**src/rtl/video_timing_meter_pkg.sv**
```systemverilog
// Shared types and helpers for the video timing meter: FSM states, field widths
// and a saturating incrementer used by every counter in the block.
package video_pkg;

  typedef enum logic [1:0] {WAIT, FIRST, VERIFY, LOCK} state_t;

  localparam int HW  = 11;
  localparam int VW  = 10;
  localparam int HSW = 8;
  localparam int VSW = 5;

  // Increment v, sticking at the all-ones value of a w-bit field (w <= 16).
  function automatic logic [15:0] sat_inc(input logic [15:0] v, input int unsigned w);
    logic [15:0] lim;
    lim = 16'((32'd1 << w) - 32'd1);
    return (v >= lim) ? v : v + 16'd1;
  endfunction

endpackage

```
**src/rtl/video_timing_meter_sync_edge.sv**
```systemverilog
// Synchronizer chain followed by a ce-qualified rise/fall detector; the level and
// edge flags all describe the same (previous) ce sample, so they stay aligned.
module sync_edge #(
  parameter int SYNC_STAGES = 2
) (
  input  logic clk,
  input  logic rst_n,
  input  logic ce,
  input  logic din,
  output logic level,
  output logic rise,
  output logic fall
);

  logic [SYNC_STAGES-1:0] sync_q, sync_d;
  logic lvl_q, lvl_d;
  logic rise_q, rise_d;
  logic fall_q, fall_d;
  logic s;

  assign s = sync_q[SYNC_STAGES-1];

  always_comb begin
    sync_d = {sync_q[SYNC_STAGES-2:0], din};
    lvl_d  = lvl_q;
    rise_d = rise_q;
    fall_d = fall_q;
    if (ce) begin
      lvl_d  = s;
      rise_d = s & ~lvl_q;
      fall_d = ~s & lvl_q;
    end
  end

  always_ff @(posedge clk or negedge rst_n) begin
    if (!rst_n) begin
      sync_q <= '0;
      lvl_q  <= 1'b0;
      rise_q <= 1'b0;
      fall_q <= 1'b0;
    end else begin
      sync_q <= sync_d;
      lvl_q  <= lvl_d;
      rise_q <= rise_d;
      fall_q <= fall_d;
    end
  end

  // Edge flags are held between ce ticks, so present them only on a tick.
  assign level = lvl_q;
  assign rise  = rise_q & ce;
  assign fall  = fall_q & ce;

endmodule

```
**src/rtl/video_timing_meter.sv**
```systemverilog
// Raster timing meter: counts line/frame geometry on ce_pix ticks and publishes a
// per-frame snapshot on VS rise, with a two-frame lock check and a VS watchdog.
module video_timing_meter
  import video_pkg::*;
#(
  parameter int SYNC_STAGES = 2,
  parameter int TIMEOUT_W   = 20
) (
  input  logic           clk_24m,
  input  logic           reset_n,
  input  logic           ce_pix,
  input  logic           hs_in,
  input  logic           vs_in,
  input  logic           blank_in,
  output logic [HW-1:0]  h_total,
  output logic [HSW-1:0] h_sync_w,
  output logic [HW-1:0]  h_active,
  output logic [VW-1:0]  v_total,
  output logic [VSW-1:0] v_sync_w,
  output logic [VW-1:0]  v_active,
  output logic           locked,
  output logic           changed
);

  logic hs_l, hs_r, hs_f, vs_l, vs_r, vs_f, bl_l, bl_r, bl_f;
  logic unused_edges;

  sync_edge #(.SYNC_STAGES(SYNC_STAGES)) u_hs (.clk(clk_24m), .rst_n(reset_n), .ce(ce_pix),
    .din(hs_in), .level(hs_l), .rise(hs_r), .fall(hs_f));
  sync_edge #(.SYNC_STAGES(SYNC_STAGES)) u_vs (.clk(clk_24m), .rst_n(reset_n), .ce(ce_pix),
    .din(vs_in), .level(vs_l), .rise(vs_r), .fall(vs_f));
  sync_edge #(.SYNC_STAGES(SYNC_STAGES)) u_bl (.clk(clk_24m), .rst_n(reset_n), .ce(ce_pix),
    .din(blank_in), .level(bl_l), .rise(bl_r), .fall(bl_f));

  assign unused_edges = hs_f ^ vs_f ^ bl_r ^ bl_f;

  state_t state_q, state_d;
  logic [HW-1:0]  hcnt_q, hcnt_d, acnt_q, acnt_d;
  logic [HSW-1:0] swcnt_q, swcnt_d;
  logic [HW-1:0]  line_total_q, line_total_d, line_active_q, line_active_d;
  logic [HSW-1:0] line_sync_q, line_sync_d;
  logic [VW-1:0]  vcnt_q, vcnt_d, vacnt_q, vacnt_d;
  logic [VSW-1:0] vswcnt_q, vswcnt_d;
  logic [TIMEOUT_W-1:0] wdog_q, wdog_d;
  logic [HW-1:0]  h_total_q, h_total_d, h_active_q, h_active_d;
  logic [HSW-1:0] h_sync_w_q, h_sync_w_d;
  logic [VW-1:0]  v_total_q, v_total_d, v_active_q, v_active_d;
  logic [VSW-1:0] v_sync_w_q, v_sync_w_d;
  logic locked_q, locked_d, changed_q, changed_d;

  logic [VW-1:0]  frame_vt, frame_va;
  logic [VSW-1:0] frame_vsw;
  logic run, timeout, publish, match;

  always_comb begin
    state_d       = state_q;
    hcnt_d        = hcnt_q;
    acnt_d        = acnt_q;
    swcnt_d       = swcnt_q;
    line_total_d  = line_total_q;
    line_active_d = line_active_q;
    line_sync_d   = line_sync_q;
    vcnt_d        = vcnt_q;
    vacnt_d       = vacnt_q;
    vswcnt_d      = vswcnt_q;
    wdog_d        = wdog_q;
    h_total_d     = h_total_q;
    h_sync_w_d    = h_sync_w_q;
    h_active_d    = h_active_q;
    v_total_d     = v_total_q;
    v_sync_w_d    = v_sync_w_q;
    v_active_d    = v_active_q;
    locked_d      = locked_q;
    changed_d     = 1'b0;
    frame_vt      = vcnt_q;
    frame_va      = vacnt_q;
    frame_vsw     = vswcnt_q;
    publish       = 1'b0;
    match         = 1'b0;
    run           = (state_q != WAIT) || vs_r;
    timeout       = ce_pix && !vs_r && (wdog_q == '1);

    if (vs_r) begin
      wdog_d = '0;
    end else if (ce_pix && (wdog_q != '1)) begin
      wdog_d = wdog_q + TIMEOUT_W'(1);
    end

    if (!run) begin
      hcnt_d        = '0;
      acnt_d        = '0;
      swcnt_d       = '0;
      line_total_d  = '0;
      line_active_d = '0;
      line_sync_d   = '0;
      vcnt_d        = '0;
      vacnt_d       = '0;
      vswcnt_d      = '0;
    end else if (ce_pix) begin
      // The HS rise tick is tick 0 of the new line; the finished line is latched first.
      if (hs_r) begin
        line_total_d  = HW'(sat_inc(16'(hcnt_q), HW));
        line_active_d = acnt_q;
        line_sync_d   = swcnt_q;
        hcnt_d        = '0;
        acnt_d        = bl_l ? '0 : HW'(1);
        swcnt_d       = hs_l ? HSW'(1) : '0;
        vcnt_d        = VW'(sat_inc(16'(vcnt_q), VW));
        if (vs_l)          vswcnt_d = VSW'(sat_inc(16'(vswcnt_q), VSW));
        if (acnt_q != '0)  vacnt_d  = VW'(sat_inc(16'(vacnt_q), VW));
      end else begin
        hcnt_d = HW'(sat_inc(16'(hcnt_q), HW));
        if (!bl_l) acnt_d  = HW'(sat_inc(16'(acnt_q), HW));
        if (hs_l)  swcnt_d = HSW'(sat_inc(16'(swcnt_q), HSW));
      end
      // A coincident HS rise closes the ending frame but starts the new VS pulse.
      if (vs_r) begin
        frame_vt  = vcnt_d;
        frame_va  = vacnt_d;
        frame_vsw = vswcnt_q;
        vcnt_d    = '0;
        vacnt_d   = '0;
        vswcnt_d  = VSW'(hs_r);
      end
    end

    match = (line_total_d == h_total_q) && (frame_vt == v_total_q);

    if (vs_r) begin
      case (state_q)
        WAIT:    state_d = FIRST;
        FIRST: begin
          state_d = VERIFY;
          publish = 1'b1;
        end
        VERIFY: begin
          publish = 1'b1;
          if (match) begin
            state_d  = LOCK;
            locked_d = 1'b1;
          end
        end
        LOCK: begin
          publish = 1'b1;
          if (!match) begin
            state_d   = VERIFY;
            locked_d  = 1'b0;
            changed_d = 1'b1;
          end
        end
        default: state_d = WAIT;
      endcase
    end else if (timeout) begin
      state_d   = WAIT;
      locked_d  = 1'b0;
      changed_d = (state_q == LOCK);
    end

    if (publish) begin
      h_total_d  = line_total_d;
      h_sync_w_d = line_sync_d;
      h_active_d = line_active_d;
      v_total_d  = frame_vt;
      v_sync_w_d = frame_vsw;
      v_active_d = frame_va;
    end
  end

  always_ff @(posedge clk_24m or negedge reset_n) begin
    if (!reset_n) begin
      state_q       <= WAIT;
      hcnt_q        <= '0;
      acnt_q        <= '0;
      swcnt_q       <= '0;
      line_total_q  <= '0;
      line_active_q <= '0;
      line_sync_q   <= '0;
      vcnt_q        <= '0;
      vacnt_q       <= '0;
      vswcnt_q      <= '0;
      wdog_q        <= '0;
      h_total_q     <= '0;
      h_sync_w_q    <= '0;
      h_active_q    <= '0;
      v_total_q     <= '0;
      v_sync_w_q    <= '0;
      v_active_q    <= '0;
      locked_q      <= 1'b0;
      changed_q     <= 1'b0;
    end else begin
      state_q       <= state_d;
      hcnt_q        <= hcnt_d;
      acnt_q        <= acnt_d;
      swcnt_q       <= swcnt_d;
      line_total_q  <= line_total_d;
      line_active_q <= line_active_d;
      line_sync_q   <= line_sync_d;
      vcnt_q        <= vcnt_d;
      vacnt_q       <= vacnt_d;
      vswcnt_q      <= vswcnt_d;
      wdog_q        <= wdog_d;
      h_total_q     <= h_total_d;
      h_sync_w_q    <= h_sync_w_d;
      h_active_q    <= h_active_d;
      v_total_q     <= v_total_d;
      v_sync_w_q    <= v_sync_w_d;
      v_active_q    <= v_active_d;
      locked_q      <= locked_d;
      changed_q     <= changed_d;
    end
  end

  assign h_total  = h_total_q;
  assign h_sync_w = h_sync_w_q;
  assign h_active = h_active_q;
  assign v_total  = v_total_q;
  assign v_sync_w = v_sync_w_q;
  assign v_active = v_active_q;
  assign locked   = locked_q;
  assign changed  = changed_q;

endmodule

```
**config.mk**
```make
export PLATFORM = sky130hd
export DESIGN_NAME = video_timing_meter
export DESIGN_NICKNAME = d
export VERILOG_FILES = /design/src/rtl/video_timing_meter_pkg.sv /design/src/rtl/video_timing_meter_sync_edge.sv /design/src/rtl/video_timing_meter.sv
export SDC_FILE = /design/constraint.sdc
export NUM_CORES = 1
export LEC_CHECK = 0
export ABC_CLOCK_PERIOD_IN_PS = 2300
export CAP_MARGIN = 15
export CORE_MARGIN = 3
export CORE_UTILIZATION = 50
export CTS_CLUSTER_DIAMETER = 60
export DETAILED_ROUTE_END_ITERATION = 10
export PLACE_DENSITY = 0.73
export SLEW_MARGIN = 20
export SYNTH_ARGS = -nofsm -noshare
export SYNTH_HDL_FRONTEND = slang
export SYNTH_HIERARCHICAL = 1
export SYNTH_SLANG_ARGS = --single-unit
```
**constraint.sdc**
```tcl
create_clock -name clk_24m -period 2.3 [get_ports clk_24m]
set_input_delay 0.345 -clock clk_24m [delete_from_list [all_inputs] [get_ports clk_24m]]
set_output_delay 0.345 -clock clk_24m [all_outputs]
set_load 0.005 [all_outputs]
```
== After elaboration in Yosys (flattened, before gate mapping) ==
Index checks and enable logic that the tools add are counted.

* Bits in registers: 175
* Input port bits: 6
* Output and inout port bits: 57
* Logic and storage cells: 147

* Add/sub/neg operators: 7
* Order comparisons: 6
* Equal/unequal tests: 18
* Muxes and demuxes: 66
* Bitwise operators: 6
* Reduce and logical (&&, ||, !) cells: 17

{| class="wikitable"
|+ Operator list
! kind !! number
|-
| two-way mux 10 bit || 17
|-
| two-way mux 11 bit || 15
|-
| two-way mux 8 bit || 8
|-
| two-way mux 20 bit || 2
|-
| two-way mux 5 bit || 6
|-
| adder 11 x 1 -> 11 bit (second input constant) || 2
|-
| >= comparator 11 bit (second input constant) || 2
|-
| != test 3 bit (second input constant) || 7
|-
| adder 10 x 1 -> 10 bit (second input constant) || 2
|-
| adder 20 x 1 -> 20 bit (second input constant) || 1
|-
| == test 20 bit (second input constant) || 1
|-
| >= comparator 10 bit (second input constant) || 2
|-
| != test 20 bit (second input constant) || 1
|-
| two-way mux 1 bit || 12
|-
| == test 11 bit || 1
|-
| nonzero test 11 bit || 1
|-
| == test 10 bit || 1
|-
| AND reduction 3 bit || 3
|-
| adder 8 x 1 -> 8 bit (second input constant) || 1
|-
| >= comparator 8 bit (second input constant) || 1
|-
| two-way mux 2 bit || 4
|-
| one-hot mux 2 bit (4 select lines) || 1
|-
| AND reduction 4 bit || 2
|-
| != test 3 x 2 -> 1 bit (second input constant) || 2
|-
| 15 further kinds || 25
|}

== Depth between registers and ports, before layout ==
* Depth in word-level cells: 11
* Mapped depth: 12
* Gate-level depth less buffers: 10

== Cells and area by module ==
The synthesis kept the hierarchy.

{| class="wikitable"
|+ By module, submodules not included
! module !! times used !! cells each !! area each (sq um) !! seq. area each (sq um)
|-
| video_timing_meter || 1 || 985 || 9008.6 || 4103.9
|-
| sync_edge || 3 || 14 || 187.7 || 125.1
|}

== Least setup slack after synthesis ==
OpenSTA, ideal clock, no wires.

* Kind: flip-flop to flip-flop
* From: register vcnt_q[0]
* To: register locked_q, in the netlist locked
* Library setup time: 0.066 ns
* Arrival: 2.448 ns
* Data required time: 2.234 ns
* Slack: -0.214 ns
* Stages on the path, launching flop included: 11
* Path buffers: 1
* Clock period less this slack: 2.514 ns
* Cell sequence: dfrtp_1 -> ha_1 -> and3_1 -> clkbuf_1 -> a2111oi_0 -> xnor2_1 -> xor2_1 -> nand4_1 -> nor4_2 -> o21ai_1 -> nand2_1

* Word-level cells in the longest chain between the ends: 10
* Elaborated cells on any way between the ends: 12
* Classes of those cells: add/sub (1); order compare (1); eq/ne (3); mux (5); reduce/logical (2)

{| class="wikitable"
|+ Ends and longest elaborated chain
! element !! line !! source
|-
| start: declaration || video_timing_meter.sv:42 || <nowiki>logic [VW-1:0] vcnt_q, vcnt_d, vacnt_q, vacnt_d;</nowiki>
|-
| start signal: assignment || video_timing_meter.sv:198 || <nowiki>vcnt_q <= vcnt_d;</nowiki>
|-
| adder 10 x 1 -> 10 bit / >= comparator 10 bit (equally long branches) || video_timing_meter_pkg.sv:16 || <nowiki>return (v >= lim) ? v : v + 16'd1;</nowiki>
|-
| two-way mux 10 bit || video_timing_meter_pkg.sv:16 ||
|-
| two-way mux 10 bit || video_timing_meter.sv:101 || <nowiki>if (hs_r) begin</nowiki>
|-
| two-way mux 10 bit || video_timing_meter.sv:117 || <nowiki>if (vs_r) begin</nowiki>
|-
| two-way mux 10 bit || video_timing_meter.sv:99 || <nowiki>end else if (ce_pix) begin</nowiki>
|-
| two-way mux 10 bit (*) || video_timing_meter.sv:89 || <nowiki>if (!run) begin</nowiki>
|-
| == test 10 bit (*) || video_timing_meter.sv:127 || <nowiki>match = (line_total_d == h_total_q) && (frame_vt == v_total_q);</nowiki>
|-
| logical AND 1 bit (*) || video_timing_meter.sv:127 ||
|-
| != test 3 bit (no line) || -- ||
|-
| AND reduction 4 bit (no line) (*) || -- ||
|-
| end signal: assignment || video_timing_meter.sv:208 || <nowiki>locked_q <= locked_d;</nowiki>
|-
| end: declaration || video_timing_meter.sv:49 || <nowiki>logic locked_q, locked_d, changed_q, changed_d;</nowiki>
|}

Mark *: on every way between the ends. The rest lies on a longest branch, timed or not.
A chain may end at the register's enable or synchronous reset.

== Worst setup path after layout ==
* From: register acnt_q[0]
* To: register v_active_q[7], in the netlist v_active[7]

* Word-level cells in the longest chain between the ends: 6

{| class="wikitable"
|+ Ends and longest elaborated chain
! element !! line !! source
|-
| start: declaration || video_timing_meter.sv:38 || <nowiki>logic [HW-1:0] hcnt_q, hcnt_d, acnt_q, acnt_d;</nowiki>
|-
| start signal: assignment || video_timing_meter.sv:193 || <nowiki>acnt_q <= acnt_d;</nowiki>
|-
| nonzero test 11 bit || video_timing_meter.sv:110 || <nowiki>if (acnt_q != '0) vacnt_d = VW'(sat_inc(16'(vacnt_q), VW));</nowiki>
|-
| two-way mux 10 bit || video_timing_meter.sv:110 ||
|-
| two-way mux 10 bit || video_timing_meter.sv:101 ||
|-
| two-way mux 10 bit || video_timing_meter.sv:117 ||
|-
| two-way mux 10 bit || video_timing_meter.sv:99 ||
|-
| two-way mux 10 bit || video_timing_meter.sv:89 ||
|-
| end signal: assignment || video_timing_meter.sv:207 || <nowiki>v_active_q <= v_active_d;</nowiki>
|-
| end: declaration || video_timing_meter.sv:47 || <nowiki>logic [VW-1:0] v_total_q, v_total_d, v_active_q, v_active_d;</nowiki>
|}

Every way passes these cells.

==> flow_metrics.py <==
metrics = {
    "outcome": {
        "outcome": "complete, but fails checks",
        "violations": "setup timing",
    },
    "worst_setup_path": {
        "end_kind": "flop",
        "path_class": "flop to flop",
        "required_ns": 2.62,
        "worstSetupStartpointType": "flop",
        "crit_fanout": 3,
        "worstPathArrival_ns": 2.84,
    },
    "timing": {
        "rsz0062_at_grt": "yes",
        "hold_viol_final": 0,
        "period_share_pct": 109.6,
        "worst_slack_ns": -0.2214,
        "drv_slew": 0,
        "max_slew.worst_pin.slew_ns": 0.5308,
        "fin_tns_setup_ns": -1.683,
        "finalSetupViolations": 14,
        "slew_headroom_pct": 64.36,
        "holdWs_ns": 0.3509,
        "clock.fmax_mhz": 396.6,
        "min_period_ns": 2.521,
        "skew_ns": 0.01213,
    },
    "pwr": {
        "intPower_mw": 6.180,
        "power.total_mw": 9.440,
        "seqPwrFrac_pct": 38.8,
        "power_density_nw_per_um2": 759.2,
        "leakage_nw": 5.526,
        "clkPwrFrac_pct": 30.0,
        "peakVddDrop_mv": 0.6754,
        "p_comb_share_pct": 31.2,
        "switching_share_pct": 34.53,
        "power_switching_mw": 3.260,
    },
    "clock_tree": {
        "cts_root_buffer": "clkbuf_16",
        "path_clk_slew_ns": 0.07,
        "cts_max_path_buffers": 2,
        "htreeDepth": 4,
        "cts_tree": "built",
        "clk_latency_ns": 0.44,
        "cts_buffers": 17,
        "cts_sinks": 175,
    },
    "grt": {
        "grt_pass1_vias": 8235,
        "grt_overflow": 0,
        "grt_usage_pct": 25.56,
        "grt_pass1_wl_um": 41980,
        "grt_max_degree": 60,
        "antenna_found_initial": 1,
    },
    "synth": {
        "ys_warn_count": 6,
        "syn_area_sq_um": 9376,
        "post_synth.cell_area_avg_sq_um": 9.311,
        "syn_nets": 1022,
        "syn_inst": 1007,
    },
    "floorplanning": {
        "die_area_sq_um": 20430,
        "die_x_um": 142.9,
        "core-area_sq_um": 18210,
        "fp.dieH_um": 142.9,
        "rows": 49,
        "io_pins": 63,
        "start_util_pct": 51.49,
    },
    "drt": {
        "vias_per_cell": 5.918,
        "num_vias": 8616,
        "ant_nets": 0,
        "route.detailed.drc": 0,
        "totalWireLength_um": 25510,
        "wl_per_cell_um": 17.52,
        "drt_iter0_markers": 876,
        "firstDrtPassIters": 5,
    },
    "finish": {
        "register_area_sq_um": 4388,
        "nets": 1229,
        "multi_input_area_sq_um": 4890,
        "antenna_cells": 0,
        "synthToLayoutAreaGrowth_pct": 32.61,
        "n_fill_cell": 1389,
        "layout-drive-gt1-share_pct": 26.41,
        "final_cells": 1456,
        "fin_area_sq_um": 12430,
    },
    "placed_design": {
        "port-buffer-count": 62,
        "dp_cells": 1403,
        "place.gp.congestion": 0.9451,
        "placed_area_sq_um": 11390,
        "hpwlAfterDp_um": 17490,
    },
    "worst_hold_path": {
        "hold_class": "input pin to flop",
    },
    "run": {
        "drv_cap": 0,
    },
}
==> layer usage <==
| layer | global-route usage, % | vias up | share of wire, % |
|---|---|---|---|
| li1 | - | 4034 | - |
| met1 | 36.04 | 4218 | 45 |
| met2 | 39.81 | 307 | 47 |
| met3 | 4.488 | 55 | 5.5 |
| met4 | 9.405 | 2 | 2.7 |
| met5 | 0 | - | 0.051 |
==> layout make-up <==
| cell class | instances | area share (%) |
|---|---|---|
| multi-input cells | 740 | 39.32 |
| well taps | 229 | 2.304 |
| inverters | 23 | 0.6943 |
| clock buffers | 19 | 3.643 |
| flip-flops and latches | 175 | 35.29 |
| repair buffers | 257 | 17.78 |
| clock inverters | 13 | 0.9660 |
==> through the flow <==
stage               setup slack (ns)  util, %
finish                       -0.2214    68.29
global route                 -0.2929    68.29
CTS                          -0.2140    67.00
detailed placement           -0.7041    62.55
global placement             -0.6673    62.55
floorplan                   -0.05156        -
==> critical path: stages (launching register included) <==
cell and delay [ns]:
dfrtp_1 0.39, inv_2 0.08, ha_4 0.13, or4b_4 0.46, o41ai_4 0.34, a31oi_1 0.11, and4_4 0.22, and2_4 0.16
mux2_4 0.29, a22oi_2 0.13, o21ai_1 0.07
==> power by group through the flow <==
stage	logic (mW)	clock network, mW	registers, mW
after detailed placement	2.70	0	3.69
after global placement	2.66	0	3.69
final	2.95	2.83	3.66
after global routing	3.24	3.01	3.70
after CTS	2.84	2.88	3.65
after floorplan	1.47	0	3.64
==> cell usage in the layout, fill, tap and decap left out, types with 4 or more instances in the layout <==
master,count
buf_4,174
dfrtp_1,168
nand2_1,119
nor2_1,94
clkdlybuf4s50_1,60
o21ai_0,58
nand3_1,39
a21oi_1,37
o31ai_1,32
mux2i_1,27
nand4_1,23
o21ai_1,22
xor2_1,22
inv_1,21
and3_1,19
clkbuf_16,18
xnor2_1,17
a31oi_1,17
nor3_1,15
mux2_2,12
buf_6,12
or3_1,11
a211oi_1,8
nor2b_1,7
nand3b_1,7
a22oi_1,7
a21o_1,7
dfrtp_2,7
o21ai_2,6
mux2_4,6
ha_1,6
nand2b_1,5
nor4_1,5
inv_6,5
buf_12,5
nor3_2,4
nand4b_1,4
a22o_1,4
==> final timing paths <==
check	startpoint	endpoint	slack, ns	cells after the start
min in group asynchronous	reset_n	h_sync_w[1]	0.41	2
setup / recovery	acnt_q[0]	v_active[7]	-0.22	10
setup reg to reg	acnt_q[0]	v_active[7]	-0.22	10
hold reg to reg	u_bl/sync_q[0]	u_bl/sync_q[1]	0.36	0
hold / removal	blank_in	u_bl/sync_q[0]	0.35	1
max in group asynchronous	reset_n	hcnt_q[6]	1.12	3
==> what timing repair did <==
item | in CTS | in global routing
hold buffers | 1 | 0
gates cloned | 0 | 2
setup buffers | 10 | 10
setup endpoints to repair | 14 | 25
gates resized for setup | 37 | 48
endpoints found under the hold margin | 47 | 0
pin swaps | 20 | 23
==> state kept, by name (all words and copies together) (netlist names), 2 cells and up <==
signal	count
swcnt_q	8
line_total_q	11
v_active	10
v_total	10
line_active_q	11
u_vs/sync_q	2
v_sync_w	5
u_hs/sync_q	2
h_active	11
u_bl/sync_q	2
h_total	11
vswcnt_q	5
hcnt_q	11
h_sync_w	8
wdog_q	20
vacnt_q	10
line_sync_q	8
acnt_q	11
vcnt_q	10
state_q	2
No activity file was read; power rests on OpenSTA's default activity.
